$ cat config.mk
export PLATFORM = sky130hd
export DESIGN_NAME = serial_word_tx
export DESIGN_NICKNAME = d
export VERILOG_FILES = /design/src/rtl/serial_word_tx.sv
export SDC_FILE = /design/constraint.sdc
export NUM_CORES = 1
export LEC_CHECK = 0
export CAP_MARGIN = 20
export CORE_MARGIN = 2
export CORE_UTILIZATION = 48
export CTS_CLUSTER_DIAMETER = 80
export DETAILED_ROUTE_END_ITERATION = 12
export MAX_ROUTING_LAYER = met4
export PLACE_DENSITY = 0.76
export REMOVE_ABC_BUFFERS = 1
export SLEW_MARGIN = 20
export SYNTH_ARGS = -nofsm -noshare
export SYNTH_HDL_FRONTEND = slang
export SYNTH_SLANG_ARGS = --single-unit
$ cat constraint.sdc
create_clock -name clk -period 1.59 [get_ports clk]
set_clock_uncertainty 0.15 [all_clocks]
set_input_delay 0.2385 -clock clk [delete_from_list [all_inputs] [get_ports clk]]
set_output_delay 0.2385 -clock clk [all_outputs]
set_load 0.03 [all_outputs]
$ cat src/rtl/serial_word_tx.sv
// Parallel-to-serial word transmitter: MSB-first bit stream with SOF/EOF markers and a post-word gap.
// Optional golden divisible-by-3 reference output enabled by defining SERIAL_TX_DIV3_REF_EN.
module serial_word_tx #(
  parameter int DATA_WIDTH = 8,
  parameter int GAP_CYCLES = 1
) (
  input  logic                  clk,
  input  logic                  reset,
  input  logic [DATA_WIDTH-1:0] din,
  input  logic                  din_valid,
  output logic                  din_ready,
  output logic                  dout,
  output logic                  dout_valid,
  output logic                  dout_sof,
  output logic                  dout_eof,
  output logic                  busy
`ifdef SERIAL_TX_DIV3_REF_EN
  ,
  output logic                  exp_div3
`endif
);

  localparam int CNT_W = $clog2(DATA_WIDTH + 1);
  localparam int GAP_W = (GAP_CYCLES > 0) ? $clog2(GAP_CYCLES + 1) : 1;
  localparam logic [CNT_W-1:0] BIT_LAST = CNT_W'(DATA_WIDTH - 1);
  localparam logic [GAP_W-1:0] GAP_LAST = GAP_W'((GAP_CYCLES > 0) ? GAP_CYCLES - 1 : 0);

  typedef enum logic [1:0] {
    IDLE  = 2'd0,
    SHIFT = 2'd1,
    GAP   = 2'd2
  } state_t;

  state_t                state_q, state_d;
  logic [DATA_WIDTH-1:0] shift_q, shift_d;
  logic [CNT_W-1:0]      bit_cnt_q, bit_cnt_d;
  logic [GAP_W-1:0]      gap_cnt_q, gap_cnt_d;
  logic                  shifting;

  always_ff @(posedge clk) begin
    if (reset) begin
      state_q   <= IDLE;
      shift_q   <= '0;
      bit_cnt_q <= '0;
      gap_cnt_q <= '0;
    end else begin
      state_q   <= state_d;
      shift_q   <= shift_d;
      bit_cnt_q <= bit_cnt_d;
      gap_cnt_q <= gap_cnt_d;
    end
  end

  always_comb begin
    state_d   = state_q;
    shift_d   = shift_q;
    bit_cnt_d = bit_cnt_q;
    gap_cnt_d = gap_cnt_q;
    case (state_q)
      IDLE: begin
        if (din_valid && din_ready) begin
          shift_d   = din;
          bit_cnt_d = '0;
          state_d   = SHIFT;
        end
      end
      SHIFT: begin
        shift_d   = shift_q << 1;
        bit_cnt_d = bit_cnt_q + 1'b1;
        if (bit_cnt_q == BIT_LAST) begin
          gap_cnt_d = '0;
          state_d   = (GAP_CYCLES > 0) ? GAP : IDLE;
        end
      end
      GAP: begin
        gap_cnt_d = gap_cnt_q + 1'b1;
        if (gap_cnt_q == GAP_LAST) begin
          state_d = IDLE;
        end
      end
      default: state_d = IDLE;
    endcase
  end

  // din_ready is the only output allowed to see reset combinationally.
  assign shifting   = (state_q == SHIFT);
  assign din_ready  = (state_q == IDLE) && !reset;
  assign dout       = shifting && shift_q[DATA_WIDTH-1];
  assign dout_valid = shifting;
  assign dout_sof   = shifting && (bit_cnt_q == '0);
  assign dout_eof   = shifting && (bit_cnt_q == BIT_LAST);
  assign busy       = (state_q != IDLE);

`ifdef SERIAL_TX_DIV3_REF_EN
  logic [1:0] res_q, res_d;
  logic [1:0] res_used;
  logic [2:0] res_sum;
  logic [1:0] res_next;

  always_ff @(posedge clk) begin
    if (reset) begin
      res_q <= '0;
    end else begin
      res_q <= res_d;
    end
  end

  // Residue restarts on the SOF bit so each word is judged independently.
  always_comb begin
    res_used = dout_sof ? 2'd0 : res_q;
    res_sum  = {res_used, 1'b0} + {2'b00, dout};
    res_next = (res_sum >= 3'd3) ? 2'(res_sum - 3'd3) : res_sum[1:0];
    res_d    = shifting ? res_next : res_q;
  end

  assign exp_div3 = shifting && (res_next == 2'd0);
`endif

endmodule

* Yosys cells after proc, flatten, opt, wreduce, memory -nomap -nowiden
Cells that the tools add are included.
Word-level totals: memories 0, input port bits 11, memory bits (read-only) 0, flip-flop bits (word level) 15, logic and storage cells 36, memory bits (writable) 0, output and inout bits 6, bits in latches 0
Cells by class: bitwise logic cells 0, shift operators 0, reductions and logical operators 14, muxes and demuxes 10, multipliers 0, $add $sub $neg 2, divide/modulo/power cells 0, magnitude comparators 0, equality and inequality tests 6
Operators with widths (count):
- case mux 8 bit (2 select lines) | 1
- two-way mux 8 bit | 1
- case mux 4 bit (2 select lines) | 1
- two-way mux 2 bit | 3
- case mux 2 bit (3 select lines) | 1
- nonzero test 2 bit | 3
- logical AND 1 bit | 5
- adder 4 x 1 -> 4 bit, second input constant | 1
- == test 4 x 3 -> 1 bit, second input constant | 1
- zero test 4 bit | 1
- two-way mux 4 bit | 1
- inequality test 2 bit, second input constant | 2
- AND reduction 2 bit | 2
- AND reduction 3 bit | 1
- == test 2 x 1 -> 1 bit, second input constant | 1
- == test 2 bit, second input constant | 1
- zero test 2 bit | 1
- inequality test 2 x 1 -> 1 bit, second input constant | 1
- case mux 1 bit (2 select lines) | 1
- adder 1 bit, second input constant | 1
- zero test 1 bit | 1
- two-way mux 1 bit | 1

* Depth between registers and ports, before layout
depth after elaboration 5, gate-level depth with buffers 6, gate-level depth less buffers 4

* Worst setup path before layout
Ideal clock, no wire load.
path kind flip-flop to output port, start register state_q[1], end output port dout_sof, arrival 1.778 ns, buffers on the path 2, data required time 1.201 ns, path slack -0.576 ns, cell stages (with the launch flop) 5, cells stage by stage dfxtp_1 buf_6 nand2b_4 buf_2 nor4b_1
Between the ends: longest elaborated chain between the ends 2
Ends and longest elaborated chain:
- start: declaration | line 34 | state_t state_q, state_d;
- start signal: assignment | line 47 | state_q <= state_d;
- == test 2 x 1 -> 1 bit | line 86 | assign shifting = (state_q == SHIFT);
- logical AND 1 bit | line 90 | assign dout_sof = shifting && (bit_cnt_q == '0);
- end: declaration | line 14 | output logic dout_sof,
No other way between the ends.

* Final worst setup path
start register bit_cnt_q[0], end output port dout_eof
Between the ends: longest elaborated chain between the ends 2
Ends and longest elaborated chain:
- start: declaration | line 36 | logic [CNT_W-1:0] bit_cnt_q, bit_cnt_d;
- start signal: assignment | line 49 | bit_cnt_q <= bit_cnt_d;
- == test 4 x 3 -> 1 bit | line 91 | assign dout_eof = shifting && (bit_cnt_q == BIT_LAST);
- logical AND 1 bit | line 91
- end: declaration | line 15 | output logic dout_eof,
No other way between the ends.

==> impl_summary.txt <==
----------------------------------------------------
[Run status]
  Outcome ... finished with violations
  Violations in the final reports ... setup timing

[Drt]
  Drt first pass iters ... 4
  Antenna-violating nets left ... 0
  Via density per instance ... 5.378
  Total length of routed wires ... 1.819 mm
  Via count ... roughly 730
  Count of routing violations after the opening detailed-route iteration ... 7
  # DRC ... 0
  Avg WL per Cell ... 13.47 um

[Clocking]
  TritonCTS clock tree ... yes
  Number of buffers created by CTS ... 3
  Largest buffer count on any clock path ... 2
  Depth of the CTS H-tree ... 1
  Cell at the root of the clock tree ... sky130_fd_sc_hd__clkbuf_4
  Clock-pin slew of the registers on the worst-case setup and hold paths ... about 0.09 ns
  Clock network latency to the later pin of the worst-skew pair ... about 0.28 ns
  Clock sink count ... 15

[Logic synthesis]
  Most used flip-flop cell after synthesis ... sky130_fd_sc_hd__dfxtp_1
  Top cell type's share of synthesized area ... 0.3709
  Syn Inst Count ... 94
  Commonest cells in the synthesized netlist ... sky130_fd_sc_hd__dfxtp_1 (15), sky130_fd_sc_hd__nand2_1 (13), sky130_fd_sc_hd__nor2_1 (13)
  EDFF count, synth ... 0
  FFs w/ async S/R, synth ... 0
  Average cell area after synthesis ... 8.612 um2
  Warnings, synthesis ... 0
  Seq cells post-synth ... 15
  Cell type with the highest aggregate area in the netlist ... sky130_fd_sc_hd__dfxtp_1
  Number of unique standard cell types used by synthesis ... 34
  Share of synthesized area occupied by flip-flops and latches ... 0.3709
  Area of the mapped netlist ... 809.5 um2
  Main area contributors after synthesis ... sky130_fd_sc_hd__dfxtp_1 (37%), sky130_fd_sc_hd__a211oi_2 (9.3%), sky130_fd_sc_hd__nand2_1 (6.0%)
  Count leader, synth ... sky130_fd_sc_hd__dfxtp_1

[Finish]
  Final core occ ... 0.7167
  Fraction of final layout cells with drive strength greater than 1 ... 0.3613
  Final non-filler cell total ... between 100 and 150
  Count of nets after finishing ... approximately 130
  Synth-to-layout area growth ... 36.48%
  Final design area excluding fillers ... about 1100 um2
  Fill cells ... 128
  Diode count ... 0

[Timing]
  Slew Viols, Final ... 0
  Fmax ... approximately 620 MHz
  Actual transition at the worst max-transition pin ... approximately 0.29 ns
  Unrepaired setup endpoints after global routing ... true
  Shortest clock period the worst path allows after layout ... roughly 1.6 ns
  Aggregate negative setup slack ... -0.01348 ns
  Total of endpoints with negative setup slack in the final report ... 1
  Share of the clock period used by the worst path ... 1.008
  Hold Fails Final Rpt ... 0
  Slack of the critical path ... -0.01348 ns
  Relative max-transition margin ... 0.8055

[Global routing]
  Global route overflow ... 0
  Vias in the first global route ... about 650
  Total global-route track usage ... 0.2085
  Number of antenna violations at the first check in global routing ... 0
  Wire length of the first global-routing pass ... ~2.9 mm
  Largest net degree at the start of global routing ... 11

[Worst setup path]
  Req. time, crit path ... 1.20 ns
  CP startpoint kind ... register
  Maximum fanout encountered on the critical timing path ... 4
  Worst endpoint data arrival time ... 1.21 ns
  Type of the setup path with the least slack ... register to primary output
  Capturing element type of the critical path ... primary output

[Hold path]
  Worst min path class ... register to register

[Placement]
  Post-placement cell count ... approximately 120
  IO Port Bufs ... 16
  DP Wirelength ... between 1 and 1.5 mm
  Placed Area ... about 960 um2
  RePlAce Congestion ... 0.7351

[Job]
  Number of violations of the max-capacitance limit ... 0

[Power and ir drop]
  Leak pwr ... roughly 0.44 nW
  P per Cell Area ... between 700 and 800 nW/um2
  Worst vdd rail ir drop ... roughly 0.64 mV

[Floorplanning]
  Top-level port count ... 17
  Y dimension of the die ... approximately 45 um
  Core region area ... 1541 um2
  Effective utilization at floorplan ... 0.5252
  DIE AREA ... slightly above 2000 um2
  Die W ... 45.07 um
  Number of placement rows ... 14

----------------------------------------------------
where the power goes:
group          switching, mW  total, mW  leakage (nW)  internal [mW]
Sequential            0.0171      0.414         0.125          0.397
Combinational          0.100      0.199         0.295         0.0989
Clock                  0.119      0.216        0.0150         0.0972
cell usage in the layout, fill, tap and decap left out, drive strengths merged, types with 2 or more instances in the layout:
cell type | Yosys | final
ha | 2 | 2
inv | 5 | 5
clkdlybuf4s50 | 0 | 10
a21oi | 8 | 8
clkbuf | 0 | 4
o21ai | 3 | 3
nand2 | 13 | 13
dfxtp | 15 | 15
nor2 | 14 | 14
nand3 | 2 | 2
o21ba | 2 | 2
buf | 7 | 18
a211oi | 7 | 7
routing by layer:
layer,GRT usage,share of wire
met5,-,0
met1,0.2425,0.42
met3,0.04000,0.041
met2,0.3371,0.51
met4,0.1118,0.029
critical path, cell delays in order, from the launching register on:
cell and delay (ns):
sky130_fd_sc_hd__dfxtp_4 0.39, sky130_fd_sc_hd__ha_4 0.14, sky130_fd_sc_hd__nand3b_1 0.13, sky130_fd_sc_hd__nor2_1 0.12
sky130_fd_sc_hd__buf_4 0.16
metrics by stage:
| stage | worst slack, ns | hold slack, ns | total power, mW |
|---|---|---|---|
| 6_report | -0.01348 | 0.3438 | 0.8297 |
| 3_3_place_gp | 0.01163 | 0.3285 | 0.5877 |
| 4_1_cts | -0.03060 | 0.3490 | 0.8312 |
| 2_1_floorplan | -0.5453 | 0.1531 | 0.5171 |
| 3_5_place_dp | -0.02858 | 0.3359 | 0.5917 |
| 5_1_grt | -0.08130 | 0.3670 | 0.8806 |
logic make-up (layout without fill, tap and decap cells):
logic type | Yosys count | after routing | synth area share
compound gates | 27 | 27 | 0.2829
fa+ha+maj | 2 | 2 | 0.03091
buf+inv | 12 | 37 | 0.09118
flops | 15 | 15 | 0.3709
simple gates | 38 | 38 | 0.2241
final timing paths:
kind,cells after the start,endpoint,start,slack [ns]
worst max-delay path,4,dout_eof,bit_cnt_q[0],-0.01
worst min register to register,2,shift_q[0],shift_q[0],0.34
worst max register to register,5,bit_cnt_q[3],state_q[1],0.04
worst min-delay path,2,shift_q[0],shift_q[0],0.34
layout make-up:
cell class | count | area [um2] | share of cell area
inverters | 5 | 23.77 | 0.02152
clock buffers | 4 | 26.28 | 0.02378
flip-flops and latches | 15 | 310.3 | 0.2809
well taps | 16 | 20.02 | 0.01812
repair buffers | 28 | 246.5 | 0.2231
multi-input cells | 67 | 478.0 | 0.4326
state kept, by name, indices dropped and copies added, names as in the netlist:
register	count
shift_q	8
bit_cnt_q	4
state_q	2
gap_cnt_q	1
repair_timing:
action | 4_1_cts | 5_1_grt
buffers inserted | 6 | 1
gates cloned | 0 | 0
pin swaps | 4 | 2
hold buffers | 0 | 0
gates resized for setup | 17 | 3
setup endpoints to repair | 6 | 4
endpoints found under the hold margin | 0 | 0
No activity file was read; power rests on OpenSTA's default activity.
